==> src/rtl/feature_map_readout_if.sv <==
// Bundles the pipeline-write and host-read signals of feature_map_readout.
// The master side is the pipeline/host; the slave side is the readout block.
interface feature_map_readout_if #(
    parameter int DATA_W = 8
);
    logic              in_valid;
    logic [DATA_W-1:0] in_data_0;
    logic [DATA_W-1:0] in_data_1;
    logic              rd_req;
    logic [DATA_W-1:0] out_data;
    logic              out_valid;
    logic              frame_ready;
    logic              overflow;

    modport master (
        output in_valid, in_data_0, in_data_1, rd_req,
        input  out_data, out_valid, frame_ready, overflow
    );

    modport slave (
        input  in_valid, in_data_0, in_data_1, rd_req,
        output out_data, out_valid, frame_ready, overflow
    );
endinterface

==> src/rtl/feature_map_readout.sv <==
// Buffers one 2-channel feature-map frame and lets a host drain it byte by byte.
// Optional macro READOUT_CHECKSUM_EN appends a mod-256 sum byte after the frame.
module feature_map_readout #(
    parameter int NUM_POS = 36,
    parameter int DATA_W  = 8
) (
    input  logic                 clk,
    input  logic                 reset,
    feature_map_readout_if.slave bus
);
    localparam int NBYTES = 2 * NUM_POS;
    localparam int PTR_W  = $clog2(NUM_POS);
    localparam int ADDR_W = PTR_W + 1;
    localparam int IDX_W  = $clog2(NBYTES + 2);

    typedef enum logic [1:0] {
        S_CAPTURE = 2'd0,
        S_READY   = 2'd1,
        S_READOUT = 2'd2
    } state_t;

    state_t              r_state, w_state_nxt;
    logic [PTR_W-1:0]    r_wr_ptr, w_wr_ptr_nxt;
    logic [IDX_W-1:0]    r_rd_idx, w_rd_idx_nxt;
    logic [DATA_W-1:0]   r_out_data, w_out_data_nxt;
    logic                r_out_valid, w_out_valid_nxt;
    logic                r_frame_ready, w_frame_ready_nxt;
    logic                r_overflow, w_overflow_nxt;
    logic                r_sync1, r_sync2, r_sync3;
    logic                w_rd_edge;
    logic                w_wr_en;
    logic [ADDR_W-1:0]   w_rd_addr;
    logic [DATA_W-1:0]   r_mem [NBYTES];
`ifdef READOUT_CHECKSUM_EN
    logic [DATA_W-1:0]   r_csum, w_csum_nxt;
`endif

    // rd_req is asynchronous to clk: two flops to resolve metastability, a third for the edge
    assign w_rd_edge = r_sync2 & ~r_sync3;
    assign w_rd_addr = r_rd_idx[ADDR_W-1:0];

    always_ff @(posedge clk) begin
        if (reset) begin
            r_sync1 <= 1'b0;
            r_sync2 <= 1'b0;
            r_sync3 <= 1'b0;
        end else begin
            r_sync1 <= bus.rd_req;
            r_sync2 <= r_sync1;
            r_sync3 <= r_sync2;
        end
    end

    always_ff @(posedge clk) begin
        if (w_wr_en) begin
            r_mem[{r_wr_ptr, 1'b0}] <= bus.in_data_0;
            r_mem[{r_wr_ptr, 1'b1}] <= bus.in_data_1;
        end
    end

    always_comb begin
        w_state_nxt       = r_state;
        w_wr_ptr_nxt      = r_wr_ptr;
        w_rd_idx_nxt      = r_rd_idx;
        w_out_data_nxt    = r_out_data;
        w_out_valid_nxt   = r_out_valid;
        w_frame_ready_nxt = r_frame_ready;
        w_overflow_nxt    = r_overflow;
        w_wr_en           = 1'b0;
`ifdef READOUT_CHECKSUM_EN
        w_csum_nxt        = r_csum;
`endif
        case (r_state)
            S_CAPTURE: begin
                if (bus.in_valid) begin
                    w_wr_en = 1'b1;
`ifdef READOUT_CHECKSUM_EN
                    w_csum_nxt = r_csum + bus.in_data_0 + bus.in_data_1;
`endif
                    if (r_wr_ptr == PTR_W'(NUM_POS - 1)) begin
                        w_wr_ptr_nxt      = '0;
                        w_state_nxt       = S_READY;
                        w_frame_ready_nxt = 1'b1;
                    end else begin
                        w_wr_ptr_nxt = r_wr_ptr + PTR_W'(1);
                    end
                end
            end
            S_READY: begin
                if (bus.in_valid) w_overflow_nxt = 1'b1;
                if (w_rd_edge) begin
                    w_out_data_nxt  = r_mem[0];
                    w_out_valid_nxt = 1'b1;
                    w_rd_idx_nxt    = IDX_W'(1);
                    w_state_nxt     = S_READOUT;
                end
            end
            S_READOUT: begin
                if (bus.in_valid) w_overflow_nxt = 1'b1;
                if (w_rd_edge) begin
                    if (r_rd_idx < IDX_W'(NBYTES)) begin
                        w_out_data_nxt = r_mem[w_rd_addr];
                        w_rd_idx_nxt   = r_rd_idx + IDX_W'(1);
`ifdef READOUT_CHECKSUM_EN
                    end else if (r_rd_idx == IDX_W'(NBYTES)) begin
                        w_out_data_nxt = r_csum;
                        w_rd_idx_nxt   = IDX_W'(NBYTES + 1);
`endif
                    end else begin
                        // Frame fully read: release the buffer for the next capture
                        w_out_data_nxt    = '0;
                        w_out_valid_nxt   = 1'b0;
                        w_frame_ready_nxt = 1'b0;
                        w_rd_idx_nxt      = '0;
                        w_state_nxt       = S_CAPTURE;
`ifdef READOUT_CHECKSUM_EN
                        w_csum_nxt        = '0;
`endif
                    end
                end
            end
            default: w_state_nxt = S_CAPTURE;
        endcase
    end

    always_ff @(posedge clk) begin
        if (reset) begin
            r_state       <= S_CAPTURE;
            r_wr_ptr      <= '0;
            r_rd_idx      <= '0;
            r_out_data    <= '0;
            r_out_valid   <= 1'b0;
            r_frame_ready <= 1'b0;
            r_overflow    <= 1'b0;
`ifdef READOUT_CHECKSUM_EN
            r_csum        <= '0;
`endif
        end else begin
            r_state       <= w_state_nxt;
            r_wr_ptr      <= w_wr_ptr_nxt;
            r_rd_idx      <= w_rd_idx_nxt;
            r_out_data    <= w_out_data_nxt;
            r_out_valid   <= w_out_valid_nxt;
            r_frame_ready <= w_frame_ready_nxt;
            r_overflow    <= w_overflow_nxt;
`ifdef READOUT_CHECKSUM_EN
            r_csum        <= w_csum_nxt;
`endif
        end
    end

    assign bus.out_data    = r_out_data;
    assign bus.out_valid   = r_out_valid;
    assign bus.frame_ready = r_frame_ready;
    assign bus.overflow    = r_overflow;
endmodule

==> src/flat_wrapper.sv <==
// flat-port wrapper written by rule: the top's interface ports become plain ports
module feature_map_readout_flat 
#(
    parameter int NUM_POS = 36,
    parameter int DATA_W  = 8
)
  (clk, reset, bus_in_valid, bus_in_data_0, bus_in_data_1, bus_rd_req, bus_out_data, bus_out_valid, bus_frame_ready, bus_overflow);
  feature_map_readout_if #(.DATA_W(DATA_W)) bus_i ();
  input  logic clk;
  input  logic reset;
  input wire logic [$bits(bus_i.in_valid)-1:0] bus_in_valid;
  input wire logic [$bits(bus_i.in_data_0)-1:0] bus_in_data_0;
  input wire logic [$bits(bus_i.in_data_1)-1:0] bus_in_data_1;
  input wire logic [$bits(bus_i.rd_req)-1:0] bus_rd_req;
  output wire logic [$bits(bus_i.out_data)-1:0] bus_out_data;
  output wire logic [$bits(bus_i.out_valid)-1:0] bus_out_valid;
  output wire logic [$bits(bus_i.frame_ready)-1:0] bus_frame_ready;
  output wire logic [$bits(bus_i.overflow)-1:0] bus_overflow;
  assign bus_i.in_valid = bus_in_valid;
  assign bus_i.in_data_0 = bus_in_data_0;
  assign bus_i.in_data_1 = bus_in_data_1;
  assign bus_i.rd_req = bus_rd_req;
  assign bus_out_data = bus_i.out_data;
  assign bus_out_valid = bus_i.out_valid;
  assign bus_frame_ready = bus_i.frame_ready;
  assign bus_overflow = bus_i.overflow;
  feature_map_readout #(.NUM_POS(NUM_POS), .DATA_W(DATA_W)) u_core (.clk(clk), .reset(reset), .bus(bus_i));
endmodule
==> config.mk <==
export PLATFORM = sky130hd
export DESIGN_NAME = feature_map_readout_flat
export DESIGN_NICKNAME = d
export VERILOG_FILES = /design/src/rtl/feature_map_readout_if.sv /design/src/rtl/feature_map_readout.sv /design/src/flat_wrapper.sv
export SDC_FILE = /design/constraint.sdc
export NUM_CORES = 1
export LEC_CHECK = 0
export CAP_MARGIN = 20
export CORE_MARGIN = 3
export CORE_UTILIZATION = 56
export CTS_CLUSTER_DIAMETER = 200
export DETAILED_ROUTE_END_ITERATION = 10
export PLACE_DENSITY = 0.8
export SYNTH_ARGS = -nofsm -noshare
export SYNTH_HDL_FRONTEND = slang
export SYNTH_SLANG_ARGS = --single-unit
==> constraint.sdc <==
create_clock -name clk -period 3.2 [get_ports clk]
set_clock_uncertainty 0.2 [all_clocks]
set_input_delay 0.32 -clock clk [delete_from_list [all_inputs] [get_ports clk]]
set_output_delay 0.32 -clock clk [all_outputs]
set_load 0.02 [all_outputs]
==> flow_metrics.py <==
metrics = {
    "place": {
        "placedCellCount": 1781,
        "globalplace.congestion": 0.9753,
        "numPortBuffers": 30,
        "pre_cts_ws_ns": 0.3684,
        "post-dp-hpwl_microns": 32850,
    },
    "job": {
        "maxCapViolCount": 0,
    },
    "clocking": {
        "path_clk_slew_ns": 0.06,
        "cts_resized": 0,
        "insertion_delay_ns": 0.63,
        "post_cts_buffers": 0,
        "postCtsHoldBufs": 0,
        "cts_sinks": 612,
        "cts_tree": "built",
        "h-tree-depth": 2,
        "numCtsBuffers": 59,
        "clk_path_buf_depth": 3,
        "ctsRootBufferMaster": "clkbuf_16",
    },
    "worst_hold_path": {
        "hp-start": "bus_rd_req",
        "min_delay_path_depth": 2,
        "hp-class": "in -> reg",
        "hold-path-endpoint": "u_core.r_sync1$_SDFF_PP0_",
    },
    "sta": {
        "worst_pin_slew_ns": 0.7599,
        "drv_slew": 0,
        "rsz0062_at_grt": "no",
        "setup_viol": 0,
        "finalCriticalPeriod_ns": 2.921,
        "min_period_over_period_pct": 91.29,
        "slew_headroom_pct": 49.34,
        "timing.fmax_mhz": 342.3,
        "setup_slack_ns": 0.2786,
        "finalHoldViolCount": 0,
        "finalSetupTns_ns": 0,
    },
    "power": {
        "combPwrFrac_pct": 1.9,
        "p_clk_share_pct": 42.2,
        "ir_drop_mv": 0.4660,
        "p_seq_share_pct": 55.9,
        "switchingPower_w": 0.003151,
        "switching_share_pct": 19.97,
        "p_int_w": 0.01263,
        "leakagePower_nw": 8.356,
        "power.density_nw_per_um2": 583.4,
    },
    "logic_synthesis": {
        "netlist_instances": 1197,
        "yosysTopAreaCell": "edfxtp_1",
        "syn-num-nets": 1223,
        "synth-edff-count": 576,
        "synth_top_area_share_pct": 72.64,
        "yosysWarnings": 0,
        "ys_seq_area_share_pct": 75.66,
        "synthDistinctLibCells": 55,
        "syn_avg_cell_area_sq_um": 19.89,
        "ys_ff_latch": 612,
        "ys.flop_type": "edfxtp_1",
        "synth_commonest_cells": "edfxtp_1 (576), mux4_2 (126), nor2_1 (61)",
        "synthTopCellsByArea": "edfxtp_1 (73%), mux4_2 (12%), dfxtp_1 (3.0%)",
        "synth.most_common_cell": "edfxtp_1",
        "synth_area_sq_um": 23810,
        "async_flop_share_pct": 0,
    },
    "route": {
        "drt_iter0_drc": 1909,
        "firstDrtPassIters": 9,
        "totalWireLength_microns": 55800,
        "vias_per_cell": 6.695,
        "drtAntennaViolNets": 0,
        "drc": 0,
        "wl_per_cell_microns": 29.51,
        "num_vias": 12660,
    },
    "global_route": {
        "grt_pass1_vias": 13010,
        "grt-ovfl-total": 0,
        "antenna_found_initial": 0,
        "grt_pass1_wl_microns": 83920,
        "grt_max_degree": 50,
        "grt_use_total_pct": 25.55,
    },
    "setup_path": {
        "crit_slowest_cell": "dfxtp_2",
        "endpoint_kind": "register",
        "r2r-end": "u_core.bus.out_data[3]$_SDFFE_PP0P_",
        "regToRegSetupSlack_ns": 0.28,
        "cpPeakStageDelay_ns": 0.75,
        "cp_max_fo": 25,
        "arrival_ns": 3.29,
        "cp-start-kind": "register",
        "ff2ff_path_depth": 7,
        "crit_chain": "buf_12 > buf_4 > nor2_1 > a22o_1 > o21ai_1 > a41oi_1 > nand3_1",
        "crit_type": "reg -> reg",
        "worstPathRequired_ns": 3.56,
    },
    "floorplanning": {
        "io_pins": 31,
        "core_sq_um": 41390,
        "initial_core_util_pct": 57.54,
        "die-area_sq_um": 45030,
        "die_h_microns": 212.2,
        "rows": 74,
        "die_w_microns": 212.2,
    },
    "finish": {
        "final_layout_size_suffix_gt1_share_pct": 24.87,
        "fin_nets": 1336,
        "diodes": 0,
        "area_growth_syn_to_layout_pct": 13.60,
        "finalNonFillerCells": 1891,
        "utilization_pct": 65.36,
        "fillers": 2589,
    },
    "outcome": {
        "status": "completed",
    },
}
[power by group through the flow]
| stage | Combinational [W] | Sequential (W) | Clock, W |
|---|---|---|---|
| floorplan | 0.0000714 | 0.00898 | 0 |
| global placement | 0.000286 | 0.00898 | 0 |
| detailed placement | 0.000297 | 0.00898 | 0 |
| CTS | 0.000298 | 0.00881 | 0.00674 |
| global route | 0.000318 | 0.00881 | 0.00709 |
| finish | 0.000302 | 0.00882 | 0.00666 |
[kinds of logic (layout without fill, tap and decap cells)]
kind of cell               count (synthesis)  in the layout  synth area share, %
DFF                                      612            612                75.66
and+or+nand+nor                          191            191                3.988
muxes                                    190            190                14.79
AOI/OAI and AO/OA                        116            116                3.384
buffers and inverters                     75            237                1.608
xor gates and xnor gates                   7              7               0.2575
adders and majority gates                  6              6               0.3153
[stage by stage]
step           instance area [sq um]  hold WS (ns)  total power, W
6_report                       27050       0.08845         0.01578
5_1_grt                        27050       0.06479         0.01622
4_1_cts                        27050       0.05622         0.01585
3_5_place_dp                   25190        0.2498        0.009280
3_3_place_gp                   25190        0.2313        0.009266
2_1_floorplan                  23810        0.2138        0.009048
[routing by layer]
metal	track usage [%]	vias to the layer above	share of wire, %
li1	-	5171	-
met1	35.51	6474	38
met2	40.39	850	48
met3	6.404	165	11
met4	8.832	0	3.9
met5	0	-	0
[cell type report]
| type | count | area (sq um) | share of cell area, % |
|---|---|---|---|
| timing repair buffer | 116 | 1033 | 3.820 |
| multi-input combinational | 510 | 5425 | 20.05 |
| tap | 532 | 665.6 | 2.461 |
| clock buffer | 76 | 1602 | 5.920 |
| sequential | 612 | 18030 | 66.63 |
| clock inverter | 34 | 259.0 | 0.9574 |
| inverter | 11 | 41.29 | 0.1526 |
[registers in the layout, indices dropped and copies added (netlist names), 2 cells and up, named ones only]
name,count
u_core.r_mem,576
u_core.bus.out_data,8
u_core.r_rd_idx,7
u_core.r_wr_ptr,6
u_core.r_state,2
[worst max-delay path: cells and delay by family, from the launching register on]
family                 cells  cell delay, ns
AOI/OAI and AO/OA          3            1.13
buffers and inverters      2            0.44
DFF                        1            0.75
and+or+nand+nor            2            0.32
[how the worst max path moves through the flow]
| stage | start | to | slack [ns] | cells past startpoint |
|---|---|---|---|---|
| after global routing | register | u_core.bus.out_data[3]$_SDFFE_PP0P_ | 0.22 | 7 |
| final | register | u_core.bus.out_data[3]$_SDFFE_PP0P_ | 0.28 | 7 |
| after floorplan | u_core.r_state[0]$_SDFFE_PP0P_ | u_core.r_mem[30][0]$_DFFE_PP_ | 0.12 | 4 |
| after CTS | register | u_core.bus.out_data[3]$_SDFFE_PP0P_ | 0.36 | 7 |
| after detailed placement | register | u_core.bus.out_data[0]$_SDFFE_PP0P_ | 0.37 | 7 |
| after global placement | register | u_core.bus.out_data[0]$_SDFFE_PP0P_ | 0.34 | 7 |
[placed cells by master, fill, tap and decap left out, types with 14 or more instances in the layout]
cell type / synthesis / layout
edfxtp_1: 576 / 576
mux2i_1: 30 / 30
nand3_1: 25 / 25
a21oi_1: 21 / 21
nor2_1: 61 / 61
clkdlybuf4s50_1: 0 / 30
buf_4: 13 / 79
clkbuf_16: 0 / 60
clkinv_1: 2 / 16
nand2_1: 34 / 34
mux4_2: 126 / 126
a221oi_1: 15 / 15
dfxtp_1: 36 / 33
o22ai_1: 14 / 14
nand4_1: 15 / 15
mux2_2: 30 / 30
Note: power is estimated with default switching activity, not from simulation.
